===== src/rtl/adt_term.sv =====
// adt_term: ADT UART terminal; host writes tx RAM (data_ram/addr_ram/wr_ram) and pulses tx_frame_start to send it on tx (tx_busy), receives rx frames (rx_frame, rx_frame_done, check_sum_error) and flags a missing response (comNoResponse)
module adt_term #(
  parameter int CLKS_PER_BIT = 434,
  parameter int TX_LEN = 100,
  parameter int RX_LEN = 25,
  parameter int GAP_BITS = 20,
  parameter int RESP_TIMEOUT = 2_500_000
) (
  input  logic                  clk,
  input  logic                  reset_n,
  input  logic                  rx,
  input  logic                  tx_frame_start,
  input  logic [7:0]            data_ram,
  input  logic [15:0]           addr_ram,
  input  logic                  wr_ram,
  output logic                  tx,
  output logic                  tx_busy,
  output logic                  rx_frame_done,
  output logic [8*RX_LEN-1:0]   rx_frame,
  output logic                  comNoResponse,
  output logic                  check_sum_error
);
  localparam int BW = $clog2(CLKS_PER_BIT);
  localparam int GW = $clog2(GAP_BITS * CLKS_PER_BIT + 1);
  localparam int TW = $clog2(RESP_TIMEOUT);
  localparam int AW = $clog2(TX_LEN);
  localparam int NW = $clog2(RX_LEN);
  localparam logic [BW-1:0] BIT_LAST = BW'(CLKS_PER_BIT - 1);
  localparam logic [BW-1:0] HALF = BW'(CLKS_PER_BIT / 2 - 1);
  localparam logic [GW-1:0] GAP_END = GW'(GAP_BITS * CLKS_PER_BIT - 1);
  localparam logic [TW-1:0] TO_END = TW'(RESP_TIMEOUT - 1);
  localparam logic [AW-1:0] TX_LAST = AW'(TX_LEN - 1);
  localparam logic [NW-1:0] RX_LAST = NW'(RX_LEN - 1);
  typedef enum logic [1:0] {IDLE, START, DATA, STOP} tx_state_t;
  typedef enum logic [2:0] {R_IDLE, R_START, R_DATA, R_STOP, R_WAIT} rx_state_t;
  logic [7:0] ram [TX_LEN];
  tx_state_t ts, ts_n;
  logic [BW-1:0] tcnt;
  logic [2:0] bit_idx;
  logic [AW-1:0] byte_idx;
  logic [7:0] tsh;
  logic t_tick, tx_end;
  rx_state_t rs, rs_n;
  logic rx_s1, rx_s2;
  logic [BW-1:0] rcnt;
  logic [2:0] rbit;
  logic [7:0] rsh, sum;
  logic [NW-1:0] byte_cnt;
  logic [GW-1:0] idle_cnt;
  logic [8*(RX_LEN-1)-1:0] fsh;
  logic r_tick, mid, byte_ok, frame_end, gap, sum_ok;
  logic timer_on, time_up;
  logic [TW-1:0] resp_cnt;
  always_ff @(posedge clk) begin
    if (wr_ram && addr_ram < 16'(TX_LEN)) ram[addr_ram[AW-1:0]] <= data_ram;
  end
  assign t_tick = tcnt == BIT_LAST;
  assign tx_end = ts == STOP && ts_n == IDLE;
  assign tx = ts == START ? 1'b0 : ts == DATA ? tsh[0] : 1'b1;
  assign tx_busy = ts != IDLE;
  always_comb begin
    ts_n = ts;
    case (ts)
      IDLE:    ts_n = tx_frame_start ? START : IDLE;
      START:   ts_n = t_tick ? DATA : START;
      DATA:    ts_n = (t_tick && bit_idx == 3'd7) ? STOP : DATA;
      STOP:    ts_n = t_tick ? (byte_idx == TX_LAST ? IDLE : START) : STOP;
      default: ts_n = IDLE;
    endcase
  end
  always_ff @(posedge clk) begin
    if (!reset_n) begin
      ts <= IDLE;
      tcnt <= '0;
      bit_idx <= '0;
      byte_idx <= '0;
      tsh <= '0;
    end else begin
      ts <= ts_n;
      tcnt <= (ts == IDLE || t_tick) ? '0 : tcnt + 1'b1;
      if (ts == START && t_tick) tsh <= ram[byte_idx];
      if (ts == DATA && t_tick) begin
        tsh <= tsh >> 1;
        bit_idx <= bit_idx + 1'b1;
      end
      if (ts == STOP && t_tick) byte_idx <= byte_idx + 1'b1;
      if (ts == IDLE) byte_idx <= '0;
    end
  end
  assign r_tick = rcnt == BIT_LAST;
  assign mid = rcnt == HALF;
  assign byte_ok = rs == R_STOP && r_tick && rx_s2;
  assign frame_end = byte_ok && byte_cnt == RX_LAST;
  assign gap = rs == R_IDLE && rx_s2 && idle_cnt == GAP_END;
  assign sum_ok = rsh == sum;
  assign time_up = timer_on && resp_cnt == TO_END;
  always_comb begin
    rs_n = rs;
    case (rs)
      R_IDLE:  rs_n = rx_s2 ? R_IDLE : R_START;
      R_START: rs_n = mid ? (rx_s2 ? R_IDLE : R_DATA) : R_START;
      R_DATA:  rs_n = (r_tick && rbit == 3'd7) ? R_STOP : R_DATA;
      R_STOP:  rs_n = r_tick ? (rx_s2 ? R_IDLE : R_WAIT) : R_STOP;
      R_WAIT:  rs_n = rx_s2 ? R_IDLE : R_WAIT;
      default: rs_n = R_IDLE;
    endcase
  end
  always_ff @(posedge clk) begin
    if (!reset_n) begin
      rx_s1 <= 1'b1;
      rx_s2 <= 1'b1;
      rs <= R_IDLE;
      rcnt <= '0;
      rbit <= '0;
      rsh <= '0;
      idle_cnt <= '0;
      byte_cnt <= '0;
      sum <= '0;
      fsh <= '0;
      rx_frame_done <= 1'b0;
      rx_frame <= '0;
      check_sum_error <= 1'b0;
      timer_on <= 1'b0;
      resp_cnt <= '0;
      comNoResponse <= 1'b0;
    end else begin
      {rx_s2, rx_s1} <= {rx_s1, rx};
      rs <= rs_n;
      rcnt <= (rs == R_IDLE || rs == R_WAIT || (rs == R_START && mid) || r_tick) ? '0 : rcnt + 1'b1;
      if (rs == R_DATA && r_tick) begin
        rsh <= {rx_s2, rsh[7:1]};
        rbit <= rbit + 1'b1;
      end
      idle_cnt <= (rs != R_IDLE || !rx_s2) ? '0 : gap ? idle_cnt : idle_cnt + 1'b1;
      if (byte_ok) begin
        fsh <= {fsh[8*RX_LEN-17:0], rsh};
        sum <= byte_cnt == '0 ? rsh : sum + rsh;
        byte_cnt <= frame_end ? '0 : byte_cnt + 1'b1;
      end else if (gap) byte_cnt <= '0;
      rx_frame_done <= frame_end;
      if (frame_end) begin
        rx_frame <= {fsh, rsh};
        check_sum_error <= !sum_ok;
      end
      timer_on <= tx_end ? 1'b1 : (frame_end || time_up) ? 1'b0 : timer_on;
      resp_cnt <= (tx_end || !timer_on) ? '0 : resp_cnt + 1'b1;
      comNoResponse <= (frame_end && sum_ok) ? 1'b0 : (time_up && !frame_end) ? 1'b1 : comNoResponse;
    end
  end
endmodule


===== config.mk =====
export PLATFORM = sky130hd
export DESIGN_NAME = adt_term
export DESIGN_NICKNAME = d
export VERILOG_FILES = /design/src/rtl/adt_term.sv
export SDC_FILE = /design/constraint.sdc
export NUM_CORES = 2
export LEC_CHECK = 0
export CAP_MARGIN = 20
export CELL_PAD_IN_SITES_DETAIL_PLACEMENT = 1
export CELL_PAD_IN_SITES_GLOBAL_PLACEMENT = 2
export CORE_UTILIZATION = 35
export DETAILED_ROUTE_END_ITERATION = 10
export DONT_BUFFER_PORTS = 1
export PLACE_DENSITY_LB_ADDON = 0.1
export SLEW_MARGIN = 20
export SYNTH_ARGS = -nofsm -noshare
export SYNTH_HDL_FRONTEND = slang
export SYNTH_SLANG_ARGS = --single-unit

===== constraint.sdc =====
create_clock -name clk -period 3.45 [get_ports clk]
set_input_delay 0.69 -clock clk [delete_from_list [all_inputs] [get_ports clk]]
set_output_delay 0.69 -clock clk [all_outputs]
set_load 0.02 [all_outputs]

# Word level (Yosys, flattened, before mapping)
# Memory sizes are Yosys's and may differ from the RTL's. A register that Yosys moved wholly into a read port is not among the register bits.
# Cells that the tools add are included.
[op_classes]
addsub = 9
n_mul = 0
n_div = 0
magnitude_cmp = 1
eq_ne = 17
shifts = 0
muxes = 27
bitwise = 1
n_reduce_logical = 44
[ops]
columns = ["operator", "n"]
rows = [
  ["7-bit two-way mux", 4],
  ["22-bit by 1-bit adder with 22-bit output (second input constant)", 1],
  ["22-bit equality test (second input constant)", 1],
  ["9-bit by 1-bit adder with 9-bit output (second input constant)", 2],
  ["9-bit equality test (second input constant)", 2],
  ["1-bit logical AND", 17],
  ["16-bit by 7-bit < comparator with 1-bit output (second input constant)", 1],
  ["5-bit two-way mux", 3],
  ["3-bit case mux with 5 select lines", 1],
  ["14-bit by 1-bit adder with 14-bit output (second input constant)", 1],
  ["14-bit equality test (second input constant)", 1],
  ["2-bit OR reduction", 7],
  ["1-bit two-way mux", 11],
  ["3-bit equality test (second input constant)", 3],
  ["9-bit by 8-bit equality test with 1-bit output (second input constant)", 1],
  ["8-bit adder", 1],
  ["8-bit equality test", 1],
  ["2-bit two-way mux", 4],
  ["8-bit two-way mux", 1],
  ["2-bit case mux with 4 select lines", 1],
  ["2-bit nonzero test", 4],
  ["7-bit by 1-bit adder with 7-bit output (second input constant)", 1],
  ["7-bit equality test (second input constant)", 1],
  ["1-bit logical OR", 7],
  ["14 further kinds", 22],
]
[word_totals]
reg_bits = 499
latchBits = 0
ramBits = 800
rom_bits = 0
input_bits = 29
elab_cells = 122
n_memories = 1
[mem_list]
columns = ["name", "words", "width", "rd", "rd_ports_with_merged_regs", "write_ports", "line", "rtl"]
rows = [
  ["ram", 100, 8, 1, 1, 1, "36", "logic [7:0] ram [TX_LEN];"],
]

# Longest topological paths before layout
[depth]
depth_word = 8
depth_mapped = 11
mapped_depth_nobuf = 10

# Least setup slack after synthesis
# No wires, ideal clock.
[synth_timing]
path_type = "input -> register"
from = "input port addr_ram[2]"
to = "memory ram[63][0], enable pin"
setup_ps = 370
arrival_ps = 2062
setup_slack_ps = 1017
path_stages = 6
cell_sequence = "o311ai_0 > nand4_1 > nor2_1 > nand3_1 > clkbuf_1 > nor2_1"
[synth_via]
elab_chain_len = 4
[synth_lines]
columns = ["item", "line", "rtl"]
rows = [
  ["start, declared", "14", "input logic [15:0] addr_ram,"],
  ["16-bit by 7-bit < comparator with 1-bit output", "55", "if (wr_ram && addr_ram < 16'(TX_LEN)) ram[addr_ram[AW-1:0]] <= data_ram;"],
  ["1-bit logical AND", "55", ""],
  ["1-bit two-way mux", "55", ""],
  ["1-bit two-way mux (not written as such)", "55", ""],
  ["end, declared", "36", ""],
]
# Parallel ways exist; a longest one is shown, timed or not.

==> flow_summary.ini <==
[status]
status = completed

[global_routing]
grt_pass1_vias = 31933
grt_util_all_layers = 0.196
grt_util_met3 = 0.0406
globalRouteMet1Util = 0.254
grt_start_max_net_pins = 113
antenna_found_initial = 4
global_route.usage.met2 = 0.330
grt_pass1_wl_microns = 209000
grt-ovfl-total = 0
busiest_layer = met2

[sta]
max-slew-margin-rel = 0.237
setup_viol = 0
fin_ws_ps = 145
fin_crit_ps = 3310
finalClockSkew_ps = 26.2
worstMarginPinSlew_ps = 1140
min_period_over_period = 0.958
rsz0062_at_grt = no
fmax_ghz = 0.303
hold_violations = 0
final.setup.tns_ps = 0
slew_violations = 0

[synth]
netlist_area_sq_um = 49600
yosysWarnings = 0
synth-compound-area-share = 0.0571
synth_top_area_frac = 0.484
ys_seq_area_frac = 0.688
synthesis.nets = 3734
synth_edf_count = 800
synth_top_area_cell = edfxtp_1
postSynthCellCount = 3683
synth_cell_type_count = 62
synth_adder_area_share = 0.00570
ys_top_cells_by_area = edfxtp_1 (48%), dfxtp_1 (20%), mux4_2 (11%)
synthSimpleGateAreaFrac = 0.103
synth_top_family_by_area = multiplexers
synth_seq_cells = 1306
synth-xor-area-share = 0.00953
avgSynthCellArea_sq_um = 13.5
async_reset_ff_frac = 0
dominantRegCellSynth = edfxtp_1
synthMuxAreaShare = 0.113

[place]
numPortBuffers = 0
place_congestion = 0.803
dp_slack_ps = 115
dpl_cell_area_sq_um = 52600
post-dp-hpwl_microns = 88200

[worst_setup_path]
cp_max_fo = 35
crit_required_ps = 4110
crit_end = tsh[2]$_SDFFE_PN0P_
cp.arrival_ps = 3960
worst_setup_path_end_kind = flip-flop
reg2reg_slack_ps = 140
cp-start-kind = flip-flop
r2r_cells = 7
criticalPathCategory = reg2reg
r2r-end = tsh[2]$_SDFFE_PN0P_

[detailed_routing]
firstDrtPassIters = 5
via_count = 29872
post_drt_wl_per_cell_microns = 24.1
wl_microns = 139000
first_iter_violations = 1943
route.detailed.drc = 0
viasPerCell = 5.16
ant_nets = 0

[power]
ir_drop_mv = 0.442
combPwrFrac = 0.007
power.internal_w = 0.0259
switching_share = 0.205
power.clock.fraction = 0.484
seqPwrFrac = 0.509
powerDensity_nw_per_um2 = 565
p_switching_w = 0.00665
p_leak_nw = 17.9

[job]
cap_violations = 0

[clock_network]
cts.sinks = 1306
post_cts_buffers = 0
cts-htree-levels = 4
cts_tree = yes
clk_latency_ps = 770
cts_max_path_buffers = 3
cts_made_buffers = 147
cts_root_buf = clkbuf_16
path_clk_slew_ps = 60

[floorplanning]
die_h_microns = 378
initial_core_util = 0.354
num_rows = 137
io_pins = 234
die_w_microns = 378
die-area_sq_um = 143000
core-area_sq_um = 140000

[finish]
layout_commonest_cell = nand2_1
finalNetCount = 3841
most-common-layout-cells = nand2_1 (882), edfxtp_1 (800), dfxtp_1 (502), a21oi_1 (424), mux4_2 (237)
area_growth_pct = 16.0
design_area_sq_um = 57600
layout.area.seq_sq_um = 34200
multi_input_area_sq_um = 14300
drive_gt1_frac = 0.166
fill_cells = 14314

[min_path]
hold_path_class = in2reg
## layer usage
metal,part of all wire,vias to the layer above
met5,0,-
met4,0.021,0
met3,0.056,210
met2,0.49,639
met1,0.43,15422
li1,-,13601
## kinds of logic after synthesis
kind of cell	Yosys count
buf+inv	254
compound gates	526
flops	1306
simple gates	1255
xor+xnor	54
fa+ha+maj	22
mux	266
## area by class of cell
type,count,area share
multi-input combinational,2123,0.249
clock inverter,78,0.0134
antenna,1,0.0000435
timing repair buffer,186,0.0305
clock buffer,190,0.0708
tap,1876,0.0408
inverter,26,0.00183
sequential,1306,0.594
## power groups by stage
stage | registers [W] | logic [W] | clock network [W]
finish | 0.0166 | 0.000229 | 0.0157
global route | 0.0165 | 0.000252 | 0.0167
CTS | 0.0165 | 0.000236 | 0.0162
detailed placement | 0.0169 | 0.000175 | 0
global placement | 0.0169 | 0.000171 | 0
floorplan | 0.0169 | 0.000124 | 0
## registers in the layout (all words and copies together), names as in the netlist, 8 cells and up, named ones only
| name | cells |
|---|---|
| idle_cnt | 14 |
| sum | 8 |
| rx_frame | 200 |
| rsh | 8 |
| rcnt | 9 |
| fsh | 192 |
| tsh | 8 |
| resp_cnt | 22 |
| tcnt | 9 |
| ram | 800 |
## cells in the mapped netlist (7+ instances only)
cell type	number
clkbuf_1	151
buf_2	52
buf_6	7
and4_1	7
xnor2_1	22
a22o_1	10
xor2_1	32
nand2b_1	9
nand4_1	19
nand2_1	882
a31oi_1	8
dfxtp_1	506
a211oi_1	7
ha_1	21
nor2_1	208
or3_1	9
mux2i_1	28
buf_4	8
buf_1	7
nand3_1	44
inv_1	24
mux4_2	237
a22oi_1	8
o21ai_1	9
a21oi_1	424
edfxtp_1	800
o21ai_0	23
o2111ai_1	7
nor3_1	20
and3_1	9
nor2b_1	15
nor4b_1	7
## worst min path at each step
stage | from | end | slack [ps] | cells after the start
after floorplan | rx_s1$_SDFF_PN1_ | rx_s2$_SDFF_PN1_ | 390 | 1
after global placement | rx_s1$_SDFF_PN1_ | rx_s2$_SDFF_PN1_ | 410 | 1
after detailed placement | rx_s1$_SDFF_PN1_ | rx_s2$_SDFF_PN1_ | 410 | 1
after CTS | data_ram[7] | ram[30][7]$_DFFE_PP_ | 0.7 | 0
after global routing | data_ram[5] | ram[19][5]$_DFFE_PP_ | 5 | 0
final | data_ram[5] | ram[19][5]$_DFFE_PP_ | 60 | 0
## critical path, stage by stage (launching register included)
cell and delay (ps):
dfxtp_4 740, buf_4 430, mux4_2 430, mux4_2 490, and2_1 190, a211oi_1 460, a31oi_1 200, a22o_1 230
## timing repair
item,CTS,global route
hold endpoints to repair,152,0
hold buffers,12,0
endpoints found under the setup margin,0,0
resized for setup,0,0
## through the flow
step	cells	utilization	hold slack, ps	power (W)
floorplan	3683	-	386	0.0170
global placement	5505	0.375	410	0.0171
detailed placement	5505	0.375	409	0.0171
CTS	5785	0.411	0.691	0.0330
global route	5785	0.411	5.27	0.0335
finish	5786	0.411	60.3	0.0325
Power figures use the tool's default switching activity.
